===== config.mk =====
export PLATFORM = sky130hd
export DESIGN_NAME = denoise_temporal_core
export DESIGN_NICKNAME = d
export VERILOG_FILES = /design/src/rtl/denoise_pkg.sv /design/src/rtl/denoise_blend_ch.sv /design/src/rtl/denoise_temporal_core.sv
export SDC_FILE = /design/constraint.sdc
export NUM_CORES = 1
export LEC_CHECK = 0
export ABC_AREA = 0
export BUFFER_PORTS_ARGS = -buffer_cell sky130_fd_sc_hd__buf_2
export CAP_MARGIN = 15
export CORE_ASPECT_RATIO = 1.5
export CORE_MARGIN = 10
export CORE_UTILIZATION = 45
export DETAILED_ROUTE_END_ITERATION = 12
export PLACE_DENSITY = 0.72
export SYNTH_ARGS = -nofsm -noshare
export SYNTH_HDL_FRONTEND = slang
export SYNTH_SLANG_ARGS = --single-unit

===== constraint.sdc =====
create_clock -name aclk -period 8.25 [get_ports aclk]
set_input_delay 1.65 -clock aclk [delete_from_list [all_inputs] [get_ports aclk]]
set_output_delay 1.65 -clock aclk [all_outputs]
set_load 0.01 [all_outputs]

===== src/rtl/denoise_pkg.sv =====
// Shared definitions for the temporal denoise core: default geometry,
// the mode-0 constant pattern and the output mode encodings.
package denoise_pkg;

    localparam int CH_WIDTH_DEF = 8;
    localparam int CHANNELS_DEF = 3;
    localparam int ALPHA_W_DEF  = 4;

    localparam logic [CHANNELS_DEF*CH_WIDTH_DEF-1:0] TEST_PATTERN_DEF = 24'hFF0000;

    typedef enum logic [1:0] {
        MODE_PATTERN = 2'b00,
        MODE_PASS    = 2'b01,
        MODE_BLEND   = 2'b10,
        MODE_DIFF    = 2'b11
    } mode_e;

endpackage


===== src/rtl/denoise_blend_ch.sv =====
// One colour channel of the denoise datapath: S2 computes the signed
// prev-curr difference and motion flag, S3 blends/selects into the output flop.
module denoise_blend_ch
    import denoise_pkg::*;
#(
    parameter int CH_WIDTH = CH_WIDTH_DEF,
    parameter int ALPHA_W  = ALPHA_W_DEF
) (
    input  logic                aclk,
    input  logic                areset,
    input  logic                ld2,
    input  logic                ld3,
    input  logic [CH_WIDTH-1:0] prev_c,
    input  logic [CH_WIDTH-1:0] curr_c,
    input  logic [CH_WIDTH-1:0] thresh,
    input  logic [CH_WIDTH-1:0] pat_c,
    input  mode_e               mode,
    input  logic [ALPHA_W-1:0]  alpha,
    output logic [CH_WIDTH-1:0] out_c
);

    // Wide enough for curr + diff*alpha before the shift, plus a sign bit.
    localparam int SW = CH_WIDTH + ALPHA_W + 2;

    logic signed [CH_WIDTH:0] diff_n, abs_n, diff_d, diff_q;
    logic [CH_WIDTH-1:0]      absd_d, absd_q, curr2_d, curr2_q;
    logic                     motion_d, motion_q;
    logic signed [SW-1:0]     prod, shifted, sum;
    logic [CH_WIDTH-1:0]      blend, sel, out_d, out_q;

    always_comb begin
        diff_n   = $signed({1'b0, prev_c}) - $signed({1'b0, curr_c});
        abs_n    = diff_n[CH_WIDTH] ? -diff_n : diff_n;
        diff_d   = ld2 ? diff_n : diff_q;
        absd_d   = ld2 ? (abs_n[CH_WIDTH] ? '1 : abs_n[CH_WIDTH-1:0]) : absd_q;
        motion_d = ld2 ? (abs_n > $signed({1'b0, thresh})) : motion_q;
        curr2_d  = ld2 ? curr_c : curr2_q;

        // >>> on a signed product floors toward minus infinity.
        prod    = SW'(diff_q) * SW'($signed({1'b0, alpha}));
        shifted = prod >>> ALPHA_W;
        sum     = $signed(SW'({1'b0, curr2_q})) + shifted;
        if (sum[SW-1]) begin
            blend = '0;
        end else if (sum[SW-2:CH_WIDTH] != '0) begin
            blend = '1;
        end else begin
            blend = sum[CH_WIDTH-1:0];
        end

        case (mode)
            MODE_PATTERN: sel = pat_c;
            MODE_PASS:    sel = curr2_q;
            MODE_BLEND:   sel = motion_q ? curr2_q : blend;
            MODE_DIFF:    sel = absd_q;
            default:      sel = curr2_q;
        endcase
        out_d = ld3 ? sel : out_q;
    end

    always_ff @(posedge aclk) begin
        if (areset) begin
            diff_q   <= '0;
            absd_q   <= '0;
            motion_q <= 1'b0;
            curr2_q  <= '0;
            out_q    <= '0;
        end else begin
            diff_q   <= diff_d;
            absd_q   <= absd_d;
            motion_q <= motion_d;
            curr2_q  <= curr2_d;
            out_q    <= out_d;
        end
    end

    assign out_c = out_q;

endmodule


===== src/rtl/denoise_temporal_core.sv =====
// Temporal denoise core: joins previous/current frame AXI streams, runs a
// 3-stage per-channel blend pipeline with per-frame shadowed configuration.
module denoise_temporal_core
    import denoise_pkg::*;
#(
    parameter int CH_WIDTH = CH_WIDTH_DEF,
    parameter int CHANNELS = CHANNELS_DEF,
    parameter int ALPHA_W  = ALPHA_W_DEF,
    parameter logic [CHANNELS*CH_WIDTH-1:0] TEST_PATTERN = TEST_PATTERN_DEF
) (
    input  logic                         aclk,
    input  logic                         areset,
    input  logic [1:0]                   cfg_mode,
    input  logic [ALPHA_W-1:0]           cfg_alpha,
    input  logic [CH_WIDTH-1:0]          cfg_thresh,
    input  logic [CHANNELS*CH_WIDTH-1:0] s_prev_axis_tdata,
    input  logic                         s_prev_axis_tvalid,
    output logic                         s_prev_axis_tready,
    input  logic                         s_prev_axis_tlast,
    input  logic                         s_prev_axis_tuser,
    input  logic [CHANNELS*CH_WIDTH-1:0] s_curr_axis_tdata,
    input  logic                         s_curr_axis_tvalid,
    output logic                         s_curr_axis_tready,
    input  logic                         s_curr_axis_tlast,
    input  logic                         s_curr_axis_tuser,
    output logic [CHANNELS*CH_WIDTH-1:0] m_axis_tdata,
    output logic                         m_axis_tvalid,
    input  logic                         m_axis_tready,
    output logic                         m_axis_tlast,
    output logic                         m_axis_tuser,
    output logic                         sync_err,
    input  logic                         err_clear
);

    localparam int DW = CHANNELS * CH_WIDTH;

    logic                en1, en2, en3, pipe_en, join_hs, new_frame, ld2, ld3;
    logic                v1_d, v1_q, v2_d, v2_q, v3_d, v3_q;
    logic [DW-1:0]       prev1_d, prev1_q, curr1_d, curr1_q;
    logic                last1_d, last1_q, user1_d, user1_q;
    logic                last2_d, last2_q, user2_d, user2_q;
    logic                last3_d, last3_q, user3_d, user3_q;
    mode_e               mode_sh_d, mode_sh_q, mode1_d, mode1_q, mode2_d, mode2_q;
    logic [ALPHA_W-1:0]  alpha_sh_d, alpha_sh_q, alpha1_d, alpha1_q, alpha2_d, alpha2_q;
    logic [CH_WIDTH-1:0] thresh_sh_d, thresh_sh_q, thresh1_d, thresh1_q;
    logic                sync_err_d, sync_err_q;
    logic [CH_WIDTH-1:0] ch_out [CHANNELS];

    always_comb begin
        // A stage may load when it is empty or the stage after it moves.
        en3     = !v3_q || m_axis_tready;
        en2     = !v2_q || en3;
        en1     = !v1_q || en2;
        pipe_en = en1 && !areset;

        s_prev_axis_tready = s_curr_axis_tvalid && pipe_en;
        s_curr_axis_tready = s_prev_axis_tvalid && pipe_en;
        join_hs   = s_prev_axis_tvalid && s_curr_axis_tvalid && pipe_en;
        new_frame = join_hs && s_curr_axis_tuser;
        ld2       = en2 && v1_q;
        ld3       = en3 && v2_q;

        // The frame-start beat already uses the newly latched configuration.
        mode_sh_d   = new_frame ? mode_e'(cfg_mode) : mode_sh_q;
        alpha_sh_d  = new_frame ? cfg_alpha : alpha_sh_q;
        thresh_sh_d = new_frame ? cfg_thresh : thresh_sh_q;

        v1_d      = en1 ? join_hs : v1_q;
        prev1_d   = join_hs ? s_prev_axis_tdata : prev1_q;
        curr1_d   = join_hs ? s_curr_axis_tdata : curr1_q;
        last1_d   = join_hs ? s_curr_axis_tlast : last1_q;
        user1_d   = join_hs ? s_curr_axis_tuser : user1_q;
        mode1_d   = join_hs ? mode_sh_d : mode1_q;
        alpha1_d  = join_hs ? alpha_sh_d : alpha1_q;
        thresh1_d = join_hs ? thresh_sh_d : thresh1_q;

        v2_d     = en2 ? v1_q : v2_q;
        last2_d  = ld2 ? last1_q : last2_q;
        user2_d  = ld2 ? user1_q : user2_q;
        mode2_d  = ld2 ? mode1_q : mode2_q;
        alpha2_d = ld2 ? alpha1_q : alpha2_q;

        v3_d    = en3 ? v2_q : v3_q;
        last3_d = ld3 ? last2_q : last3_q;
        user3_d = ld3 ? user2_q : user3_q;

        sync_err_d = sync_err_q;
        if (err_clear) begin
            sync_err_d = 1'b0;
        end
        if (join_hs && ((s_prev_axis_tuser != s_curr_axis_tuser) ||
                        (s_prev_axis_tlast != s_curr_axis_tlast))) begin
            sync_err_d = 1'b1;
        end

        m_axis_tdata = '0;
        for (int c = 0; c < CHANNELS; c++) begin
            m_axis_tdata[c*CH_WIDTH +: CH_WIDTH] = ch_out[c];
        end
    end

    always_ff @(posedge aclk) begin
        if (areset) begin
            v1_q        <= 1'b0;
            v2_q        <= 1'b0;
            v3_q        <= 1'b0;
            prev1_q     <= '0;
            curr1_q     <= '0;
            last1_q     <= 1'b0;
            user1_q     <= 1'b0;
            last2_q     <= 1'b0;
            user2_q     <= 1'b0;
            last3_q     <= 1'b0;
            user3_q     <= 1'b0;
            mode_sh_q   <= MODE_PASS;
            alpha_sh_q  <= '0;
            thresh_sh_q <= '0;
            mode1_q     <= MODE_PASS;
            alpha1_q    <= '0;
            thresh1_q   <= '0;
            mode2_q     <= MODE_PASS;
            alpha2_q    <= '0;
            sync_err_q  <= 1'b0;
        end else begin
            v1_q        <= v1_d;
            v2_q        <= v2_d;
            v3_q        <= v3_d;
            prev1_q     <= prev1_d;
            curr1_q     <= curr1_d;
            last1_q     <= last1_d;
            user1_q     <= user1_d;
            last2_q     <= last2_d;
            user2_q     <= user2_d;
            last3_q     <= last3_d;
            user3_q     <= user3_d;
            mode_sh_q   <= mode_sh_d;
            alpha_sh_q  <= alpha_sh_d;
            thresh_sh_q <= thresh_sh_d;
            mode1_q     <= mode1_d;
            alpha1_q    <= alpha1_d;
            thresh1_q   <= thresh1_d;
            mode2_q     <= mode2_d;
            alpha2_q    <= alpha2_d;
            sync_err_q  <= sync_err_d;
        end
    end

    for (genvar c = 0; c < CHANNELS; c++) begin : g_ch
        denoise_blend_ch #(
            .CH_WIDTH (CH_WIDTH),
            .ALPHA_W  (ALPHA_W)
        ) u_ch (
            .aclk   (aclk),
            .areset (areset),
            .ld2    (ld2),
            .ld3    (ld3),
            .prev_c (prev1_q[c*CH_WIDTH +: CH_WIDTH]),
            .curr_c (curr1_q[c*CH_WIDTH +: CH_WIDTH]),
            .thresh (thresh1_q),
            .pat_c  (TEST_PATTERN[c*CH_WIDTH +: CH_WIDTH]),
            .mode   (mode2_q),
            .alpha  (alpha2_q),
            .out_c  (ch_out[c])
        );
    end

    assign m_axis_tvalid = v3_q;
    assign m_axis_tlast  = last3_q;
    assign m_axis_tuser  = user3_q;
    assign sync_err      = sync_err_q;

endmodule


==> results.py <==
metrics = {
    "final_layout": {
        "antenna_cells": 0,
        "final_layout_size_suffix_gt1_share_pct": 10.0,
        "stdcell_count": 2269,
        "postLayoutCellArea_sq_um": 15800,
        "area_delta_synth_final_pct": 9.23,
        "filler_cell_count": 3128,
        "layout.nets": 2128,
        "finish.utilization_pct": 49.7,
    },
    "sta": {
        "layout_setup_ws_ns": 2.04,
        "worst_slew_margin_pct": 34.6,
        "worst_pin_slew_ns": 0.978,
        "grt_setup_unrepaired": "no",
        "finalClockSkew_ns": 0.0104,
        "timing.hold.ws_ns": 0.455,
        "finalSetupViolations": 0,
        "post-route-period-util_pct": 75.3,
        "maxClockFrequency_mhz": 161,
        "timing.final.hold_violations": 0,
        "setup-tns-final_ns": 0,
        "report.final.slew_viol_count": 0,
        "fin_crit_ns": 6.21,
    },
    "critical_path": {
        "critical_path_buf_inv_count": 2,
        "critical_path_class": "flop to flop",
        "cell_chain_critical_path": "and2_1, ha_1, inv_1, fa_1, inv_1, fa_1, ha_1, and3_1, a221o_1, a221o_1, a21oi_1, nor2b_1, o21a_1, nor2_1, xnor2_1, ha_1, a21o_1, nor3_1, a21oi_1, o211ai_1, a31oi_4, nand3b_4, and2_1, a311oi_2",
        "timing.reg2reg.setup_slack_ns": 2.04,
        "endpoint": "g_ch[1].u_ch.out_c[1]",
        "crit_path_top_delay_cell": "sky130_fd_sc_hd__dfxtp_1",
        "critPathRequiredTime_ns": 8.61,
        "worstSetupPathDepth": 24,
        "critical_path.max_stage_delay_ns": 0.85,
        "crit_fanout": 28,
        "critPathLaunchType": "flop",
        "setup.worst_path.end_class": "flop",
        "crit-reg2reg-capture": "g_ch[1].u_ch.out_c[1]",
        "rr_startpoint": "alpha2_q[2]",
        "critical-path-top-delay-family": "compound AO/OA/AOI/OAI gates",
        "worst_path_most_repeated_cell": "sky130_fd_sc_hd__ha_1",
        "arrival_ns": 6.57,
        "crit_path_start": "alpha2_q[2]",
        "r2r_cells": 24,
    },
    "logic_synthesis": {
        "synth_top_area_share_pct": 26.8,
        "postSynth.topFlopCell": "sky130_fd_sc_hd__dfxtp_1",
        "synth_area_sq_um": 14500,
        "synth.net_count": 2082,
        "syn_avg_cell_area_sq_um": 8.05,
        "syn-instance-count": 1800,
        "ys_warn_count": 0,
        "yosys-top-cells-count": "sky130_fd_sc_hd__nand2_1 (330), sky130_fd_sc_hd__a21oi_1 (201), sky130_fd_sc_hd__dfxtp_1 (194), sky130_fd_sc_hd__inv_1 (157), sky130_fd_sc_hd__ha_1 (150)",
        "ys_async_sr_fraction_pct": 0,
        "ys_seq_elements": 194,
        "synth.area.top_cells": "sky130_fd_sc_hd__dfxtp_1 (27%), sky130_fd_sc_hd__ha_1 (13%), sky130_fd_sc_hd__nand2_1 (8.5%)",
        "netlist-cell-type-count": 70,
        "yosys.cell_count.top_type": "sky130_fd_sc_hd__nand2_1",
        "post-synth-top-area-cell": "sky130_fd_sc_hd__dfxtp_1",
        "synth.yosys.seq_area_share_pct": 26.8,
        "edff_count_synth": 0,
    },
    "flow_run": {
        "max_cap_violations": 0,
    },
    "floorplan": {
        "die_w_um": 167,
        "floorplan.die.height_um": 240,
        "io-pin-count": 102,
        "core_area_sq_um": 31800,
        "row_count": 80,
        "initial_core_util_pct": 45.5,
        "die_area_sq_um": 39900,
    },
    "global_route": {
        "grt_pass1_wl_um": 59800,
        "grt_pass1_vias": 12200,
        "globalRoute.busiestLayer": "met2",
        "grt_remaining_overflow": 0,
        "met2_usage_pct": 30.9,
        "grt_util_all_layers_pct": 17.7,
        "grt_antenna_before_repair": 0,
        "grt_max_degree": 92,
        "globalRouteMet3Util_pct": 2.89,
        "global_route.usage.met1_pct": 21.4,
    },
    "routing": {
        "detail-route-antenna-nets": 0,
        "post_drt_via_cell_ratio": 5.45,
        "route.detailed.wl_per_inst_um": 15.8,
        "initial_drc_count": 712,
        "remaining_drc_errors": 0,
        "detailroute.via_count": 12400,
        "drt-pass1-iter-count": 5,
        "final_wirelength_um": 36000,
    },
    "clocking": {
        "cts.reportedPaths.clkPinSlew_ns": 0.08,
        "clock_insertion_delay_worst_skew_ns": 0.45,
        "ctsResizeCount": 0,
        "cts_root_buffer": "sky130_fd_sc_hd__clkbuf_16",
        "cts_buffers": 17,
        "cts_hold_buffers": 0,
        "numClockSinks": 194,
        "postCtsSetupBuffers": 0,
        "tritoncts": "built",
        "ctsHtreeMaxLevel": 4,
        "cts_buffer_depth": 2,
    },
    "power_and_ir_drop": {
        "comb_power_share_pct": 20.0,
        "max-vdd-ir-drop_mv": 0.160,
        "sequential_fraction_of_design_power_pct": 44.0,
        "internal_power_mw": 1.55,
        "power_mw": 2.23,
        "swShare_pct": 30.7,
        "leakage_power_total_nw": 7.03,
        "pwr_density_cell_nw_per_um2": 141,
        "power.clock.fraction_pct": 36.0,
        "power.switching_mw": 0.686,
    },
    "status": {
        "status": "finished clean",
    },
    "placement": {
        "pre_cts_ws_ns": 2.11,
        "place_inst": 2237,
        "gp_congestion": 0.891,
        "portBuffers": 101,
        "detailedPlacementHpwl_um": 27900,
        "dpl-instance-area_sq_um": 15300,
    },
    "worst_hold_path": {
        "path_class_of_the_lowest_slack_min_delay_path": "flop to flop",
    },
}
-- worst min-delay path by stage --
stage                         startpoint              to  slack [ns]  depth (start not counted)
after floorplan                  last1_q         last2_q        0.43                          2
after global placement           user2_q    m_axis_tuser        0.44                          2
after detailed placement         user1_q         user2_q        0.45                          2
after CTS                 thresh_sh_q[6]  thresh_sh_q[6]        0.46                          2
after global routing      thresh_sh_q[0]  thresh_sh_q[0]        0.47                          2
final                     thresh_sh_q[0]  thresh_sh_q[0]        0.45                          2
-- cells in the final DEF, fill, tap and decap left out, drive strengths merged, types with 27 or more instances in the layout --
master,instances
nand2,330
a21oi,203
dfxtp,194
inv,166
ha,150
buf,111
and2,90
o21ai,75
nor2,67
fa,60
xnor2,55
xor2,27
-- worst min-delay path, delay by kind of cell (launching register included) --
kind | cells | cell delay, ns
simple gates | 1 | 0.05
compound gates | 1 | 0.05
flops | 1 | 0.31
-- layout make-up --
class	instances	area, sq um	share of cell area, %
inverter	158	593	3.75
clock buffer	19	443	2.80
sequential	194	3880	24.5
clock inverter	13	116	0.735
tap	410	513	3.24
multi-input combinational	1364	9700	61.3
timing repair buffer	111	583	3.68
-- per-layer routing --
| layer | share of wire, % | routed length [um] | vias to the layer above |
|---|---|---|---|
| met2 | 49 | 17700 | 286 |
| li1 | - | - | 6213 |
| met4 | 2.8 | 1010 | 0 |
| met5 | 0 | 0 | - |
| met1 | 44 | 15800 | 5812 |
| met3 | 4.2 | 1510 | 60 |
-- sequential cells by signal (all words and copies together), names as in the netlist, 2 cells and up --
| name | flops |
|---|---|
| alpha1_q | 4 |
| alpha2_q | 4 |
| alpha_sh_q | 4 |
| curr1_q | 24 |
| g_ch.u_ch.absd_q | 24 |
| g_ch.u_ch.curr2_q | 24 |
| g_ch.u_ch.diff_q | 27 |
| g_ch.u_ch.motion_q | 3 |
| g_ch.u_ch.out_c | 24 |
| mode1_q | 2 |
| mode2_q | 2 |
| mode_sh_q | 2 |
| prev1_q | 24 |
| thresh1_q | 8 |
| thresh_sh_q | 8 |
-- cell families (layout without fill, tap and decap cells) --
family          Yosys count  count (layout)  synth area share [%]
simple gates            600             600                  19.0
mux                      16              16                  1.11
compound gates          456             456                  20.5
xor+xnor                 82              82                  5.01
buf+inv                 242             301                  6.34
fa+ha+maj               210             210                  21.2
flops                   194             194                  26.8
-- power groups by stage --
stage | Sequential [mW] | Clock, mW | Combinational [mW]
after floorplan | 0.995 | 0 | 0.329
after global placement | 1.00 | 0 | 0.424
after CTS | 0.982 | 0.811 | 0.442
after detailed placement | 1.00 | 0 | 0.440
after global routing | 0.985 | 0.853 | 0.501
final | 0.982 | 0.804 | 0.446
Power figures use the tool's default switching activity.
